## src/rtl/dst_pkg.sv

```systemverilog
// Shared constants and types for the 4-point DST-VII datapath.
package dst_pkg;

   localparam int unsigned IN_W_DEF    = 12;
   localparam int unsigned COEFF_W_DEF = 8;

   typedef logic [1:0] dst_row_t;

   // Row k holds the coefficients that produce output y[k].
   localparam int DST4_C [4][4] = '{
      '{29,  55,  74,  84},
      '{74,  74,   0, -74},
      '{84, -29, -74,  55},
      '{55, -84,  74, -29}
   };

endpackage

```

## src/rtl/dst4_pingpong_buf.sv

```systemverilog
// Two 4-sample banks with full flags, serial write pointer and block read pointer.
module dst4_pingpong_buf
   import dst_pkg::*;
#(
   parameter int unsigned IN_W = IN_W_DEF
) (
   input  logic                   clk,
   input  logic                   rst_n,
   input  logic                   wr_en,
   input  logic signed [IN_W-1:0] wr_data,
   input  logic                   rd_release,
   output logic                   wr_ok,
   output logic                   rd_full,
   output logic                   nxt_full,
   output logic signed [IN_W-1:0] rd_data [4],
   output logic signed [IN_W-1:0] alt_data [4]
);

   logic signed [IN_W-1:0] bank_q [2][4];
   logic [1:0]             full_q;
   logic [1:0]             wr_slot_q;
   logic                   wr_bank_q;
   logic                   rd_bank_q;
   logic                   alt_bank;
   logic                   wr_last;

   assign alt_bank = ~rd_bank_q;
   assign wr_last  = wr_en && (wr_slot_q == 2'd3);
   assign wr_ok    = ~full_q[wr_bank_q];
   assign rd_full  = full_q[rd_bank_q];
   // Includes a block completing this cycle so the next block can follow row 3 without a gap.
   assign nxt_full = full_q[alt_bank] || (wr_last && (wr_bank_q == alt_bank));

   always_comb begin
      for (int j = 0; j < 4; j++) begin
         rd_data[j]  = bank_q[rd_bank_q][j];
         alt_data[j] = bank_q[alt_bank][j];
         if (wr_en && (wr_bank_q == alt_bank) && (wr_slot_q == 2'(j))) begin
            alt_data[j] = wr_data;
         end
      end
   end

   always_ff @(posedge clk or negedge rst_n) begin
      if (!rst_n) begin
         bank_q    <= '{default: '0};
         full_q    <= '0;
         wr_slot_q <= '0;
         wr_bank_q <= 1'b0;
         rd_bank_q <= 1'b0;
      end else begin
         if (wr_en) begin
            bank_q[wr_bank_q][wr_slot_q] <= wr_data;
            wr_slot_q                    <= wr_slot_q + 2'd1;
            if (wr_last) begin
               full_q[wr_bank_q] <= 1'b1;
               wr_bank_q         <= ~wr_bank_q;
            end
         end
         if (rd_release) begin
            full_q[rd_bank_q] <= 1'b0;
            rd_bank_q         <= ~rd_bank_q;
         end
      end
   end

endmodule

```

## src/rtl/dst4_row_sequencer.sv

```systemverilog
// Feeds the 4-tap MAC: buffers sample blocks and issues one beat per DST4 coefficient row.
module dst4_row_sequencer
   import dst_pkg::*;
#(
   parameter int unsigned IN_W    = IN_W_DEF,
   parameter int unsigned COEFF_W = COEFF_W_DEF
) (
   input  logic                      clk,
   input  logic                      rst_n,
   input  logic                      s_valid,
   output logic                      s_ready,
   input  logic signed [IN_W-1:0]    s_data,
   output logic                      m_valid,
   input  logic                      m_ready,
   output logic signed [IN_W-1:0]    m_x [4],
   output logic signed [COEFF_W-1:0] m_c [4],
   output dst_row_t                  m_row,
   output logic                      m_last
);

   typedef enum logic [0:0] {StIdle, StIssue} state_t;

   state_t                 state_q, state_d;
   dst_row_t               row_q, row_d;
   logic                   wr_ok, rd_full, nxt_full;
   logic                   wr_en, hs, rd_release, load, load_alt, advance;
   logic signed [IN_W-1:0] rd_data [4];
   logic signed [IN_W-1:0] alt_data [4];

   assign s_ready = rst_n & wr_ok;
   assign wr_en   = s_valid & s_ready;
   assign m_valid = (state_q == StIssue);
   assign m_row   = row_q;
   assign hs      = m_valid & m_ready;

   dst4_pingpong_buf #(
      .IN_W (IN_W)
   ) u_buf (
      .clk        (clk),
      .rst_n      (rst_n),
      .wr_en      (wr_en),
      .wr_data    (s_data),
      .rd_release (rd_release),
      .wr_ok      (wr_ok),
      .rd_full    (rd_full),
      .nxt_full   (nxt_full),
      .rd_data    (rd_data),
      .alt_data   (alt_data)
   );

   always_comb begin
      state_d    = state_q;
      row_d      = row_q;
      rd_release = 1'b0;
      load       = 1'b0;
      load_alt   = 1'b0;
      unique case (state_q)
         StIdle: begin
            if (rd_full) begin
               state_d = StIssue;
               row_d   = 2'd0;
               load    = 1'b1;
            end
         end
         StIssue: begin
            if (hs) begin
               if (row_q == 2'd3) begin
                  rd_release = 1'b1;
                  row_d      = 2'd0;
                  if (nxt_full) begin
                     load     = 1'b1;
                     load_alt = 1'b1;
                  end else begin
                     state_d = StIdle;
                  end
               end else begin
                  row_d = row_q + 2'd1;
               end
            end
         end
      endcase
      advance = (state_d == StIssue) && (load || hs);
   end

   always_ff @(posedge clk or negedge rst_n) begin
      if (!rst_n) begin
         state_q <= StIdle;
         row_q   <= '0;
         m_last  <= 1'b0;
         m_x     <= '{default: '0};
         m_c     <= '{default: '0};
      end else begin
         state_q <= state_d;
         row_q   <= row_d;
         if (advance) begin
            m_last <= (row_d == 2'd3);
            for (int j = 0; j < 4; j++) begin
               m_c[j] <= COEFF_W'(DST4_C[row_d][j]);
            end
         end else if (state_d == StIdle) begin
            m_last <= 1'b0;
         end
         if (load) begin
            for (int j = 0; j < 4; j++) begin
               m_x[j] <= load_alt ? alt_data[j] : rd_data[j];
            end
         end
      end
   end

endmodule

```

## config.mk

```make
export PLATFORM = sky130hd
export DESIGN_NAME = dst4_row_sequencer
export DESIGN_NICKNAME = d
export VERILOG_FILES = /design/src/rtl/dst_pkg.sv /design/src/rtl/dst4_pingpong_buf.sv /design/src/rtl/dst4_row_sequencer.sv
export SDC_FILE = /design/constraint.sdc
export NUM_CORES = 1
export LEC_CHECK = 0
export ABC_AREA = 1
export CORE_ASPECT_RATIO = 1.25
export CORE_MARGIN = 8
export CORE_UTILIZATION = 25
export CTS_CLUSTER_SIZE = 40
export DETAILED_ROUTE_END_ITERATION = 16
export GPL_ROUTABILITY_DRIVEN = 0
export SLEW_MARGIN = 20
export SYNTH_ARGS = -nofsm -noshare
export SYNTH_HDL_FRONTEND = slang
export SYNTH_HIERARCHICAL = 1
export SYNTH_SLANG_ARGS = --single-unit
export TNS_END_PERCENT = 20
```

## constraint.sdc

```tcl
create_clock -name clk -period 2.84 [get_ports clk]
set_input_delay 0.568 -clock clk [delete_from_list [all_inputs] [get_ports clk]]
set_output_delay 0.568 -clock clk [all_outputs]
set_load 0.02 [all_outputs]
```

==> flow_metrics.py <==
metrics = {
    "placement": {
        "port_buffers": 97,
        "dpl.hpwl_mm": 16.7,
        "placed_cell_area_sq_mm": 0.00988,
        "dp_cells": 1559,
        "pre_cts_ws_ns": 0.106,
    },
    "finish": {
        "fin_util_pct": 30.8,
        "drive_gt1_share_pct": 8.00,
        "layout.nets": 1177,
        "design_area_sq_mm": 0.0105,
        "antenna_cells": 0,
        "stdcell_count": 1591,
        "layout-area-overhead-vs-synth_pct": 22.5,
    },
    "clock_tree": {
        "cts_setup_buffers": 0,
        "cts-buffers-inserted": 17,
        "cts_max_level": 4,
        "ctsHoldBuffers": 0,
        "clk_pin_slew_ns": 0.06,
        "root_buffer": "clkbuf_16",
        "clkSinkCount": 166,
        "insertion_delay_ns": 0.43,
        "cts_tree": "built",
        "clockBufferDepth": 2,
        "post_cts_resized": 0,
    },
    "timing": {
        "finalHoldViolations": 0,
        "timing.setup.tns_ns": 0,
        "worstMarginPinSlew_ns": 0.814,
        "relSlewSlack_pct": 45.6,
        "rsz0062_at_grt": "false",
        "finalCritPeriodShare_pct": 83.8,
        "setup_ws_ns": 0.461,
        "fin_crit_ns": 2.38,
        "setup_viol": 0,
        "fmax_ghz": 0.420,
        "final_max_slew_viol_count": 0,
        "clock_skew_ns": 0.00601,
    },
    "setup_path": {
        "cp-end-kind": "output pin",
        "critPathKind": "reg -> out",
        "cp.required_ns": 2.27,
        "crit_start": "u_buf/full_q[1]",
        "r2r_start": "u_buf/full_q[1]",
        "cp-start-kind": "flop",
        "arrival_ns": 1.81,
        "cp_max_fo": 3,
    },
    "yosys": {
        "synth_cell_types": 24,
        "synthArstFlopShare_pct": 100,
        "postSynthAreaPerCell_sq_um": 7.88,
        "ys_seq_area_share_pct": 48.3,
        "synth_area_leader_cell": "dfrtp_1",
        "synthTopCellsByCount": "nand2_1, o21ai_0, dfrtp_1",
        "synth-edff-count": 0,
        "ys_ff_latch": 166,
        "yosys_warnings": 6,
        "syn_inst": 1091,
        "synth.area.top_cells": "dfrtp_1, nand2_1, o21ai_0, a22oi_1, inv_1",
        "synth_most_common_cell": "nand2_1",
        "synthFlopType": "dfrtp_1",
        "synth_area_sq_mm": 0.00859,
        "synth_top_area_share_pct": 48.3,
    },
    "drt": {
        "viasPerCell": 4.65,
        "drtIter0Drc": 504,
        "wl_per_cell_um": 15.5,
        "dr.pass1.iters": 5,
        "drc": 0,
        "totalWireLength_mm": 24.7,
        "vias": 7398,
        "ant_nets": 0,
    },
    "run_status": {
        "status": "complete, no violations",
    },
    "power_and_ir_drop": {
        "power.leakage_uw": 0.00490,
        "sw_frac_of_total_pct": 41.1,
        "power_density_mw_per_mm2": 1110,
        "ir_worst_vdd_v": 0.000429,
        "pwr-share-clk_pct": 21.9,
        "p_int_uw": 6860,
        "p_comb_share_pct": 44.2,
        "power_switching_uw": 4790,
        "p_seq_share_pct": 34.0,
    },
    "floorplan": {
        "die_w_um": 182,
        "dieArea_sq_mm": 0.0406,
        "core_sq_mm": 0.0341,
        "start_util_pct": 25.2,
        "die_h_um": 223,
        "placementRows": 76,
        "ios": 101,
    },
    "grt": {
        "grt_pass1_vias": 7064,
        "overflow": 0,
        "grt_pass1_wl_mm": 39.6,
        "grt_max_degree": 98,
        "grt_util_all_layers_pct": 12.2,
        "antenna_found_initial": 0,
    },
    "run": {
        "drv_cap": 0,
    },
    "min_path": {
        "hp-class": "in -> async",
    },
}
layout make-up:
class / instances / area, sq um
timing repair buffer: 125 / 1230
clock buffer: 21 / 450
sequential: 166 / 4160
tap: 429 / 537
clock inverter: 11 / 199
multi-input combinational: 756 / 3650
fill: 3631 / 23600
inverter: 83 / 312
worst max-delay path: stages, from the launching register on:
cell and delay, ns:
dfrtp_1 0.38, inv_1 0.11, nand2_1 0.06, o21ai_0 0.07, nand2_1 0.11, inv_1 0.06
clkdlybuf4s50_1 0.60
cell usage in the layout (no fill, tap or decap), types with 3 or more instances in the layout:
cell             count
nand2_1            406
o21ai_0            195
dfrtp_1            165
clkdlybuf4s50_1     96
inv_1               80
a22oi_1             50
buf_4               25
nand4_1             24
o21ai_2             18
clkbuf_16           17
o21ai_1             14
ha_1                12
nand3_1             11
nor2_1               5
bufinv_16            5
nand2_2              3
nor2_4               3
nand3_2              3
conb_1               3
clkinv_4             3
clkinvlp_4           3
clkbuf_1             3
inv_2                3
nand2_4              3
worst paths after layout:
kind	end	slack (ns)	cells past startpoint
hold reg to reg	m_x[28]	0.48	2
hold / removal	u_buf/bank_q[28]	0.30	2
max in group asynchronous	u_buf/rd_bank_q	1.24	3
setup reg to reg	m_x[24]	0.47	14
min in group clk	m_x[28]	0.48	2
setup / recovery	s_ready	0.46	6
power by group through the flow:
stage | Clock, uW | Combinational [uW] | Sequential, uW
after floorplan | 0 | 3310 | 4170
after global placement | 0 | 5040 | 3970
after detailed placement | 0 | 5180 | 3990
after CTS | 2600 | 5210 | 3960
after global routing | 2680 | 5830 | 4090
final | 2540 | 5150 | 3950
kinds of logic (layout without fill, tap and decap cells):
group           after synthesis  in the layout  share of synthesized area [%]
buf+inv                     171            240                           9.57
fa+ha+maj                    12             12                           1.75
xor+xnor                      2              2                          0.204
simple gates                459            459                           21.5
compound gates              280            280                           18.6
other cells                   1              3                         0.0436
flops                       166            166                           48.3
flip-flops by register name, summed over array words and instances, names as in the netlist:
| signal | count |
|---|---|
| m_c | 12 |
| m_last | 1 |
| m_row | 2 |
| m_valid | 1 |
| m_x | 48 |
| u_buf/bank_q | 96 |
| u_buf/full_q | 2 |
| u_buf/rd_bank_q | 1 |
| u_buf/wr_bank_q | 1 |
| u_buf/wr_slot_q | 2 |
through the flow:
stage / power [uW] / hold WS (ns)
finish: 11600 / 0.298
floorplan: 7480 / 0.272
global placement: 9000 / 0.466
detailed placement: 9170 / 0.468
CTS: 11800 / 0.322
global route: 12600 / 0.349
routing by layer:
layer | track usage (%) | vias to the layer above | part of all wire (%)
met5 | 0 | - | 0
met4 | 4.95 | 0 | 2.6
met3 | 3.01 | 28 | 6.0
met2 | 20.6 | 187 | 49
met1 | 14.7 | 3531 | 43
li1 | - | 3652 | -
No activity file was read; power rests on OpenSTA's default activity.
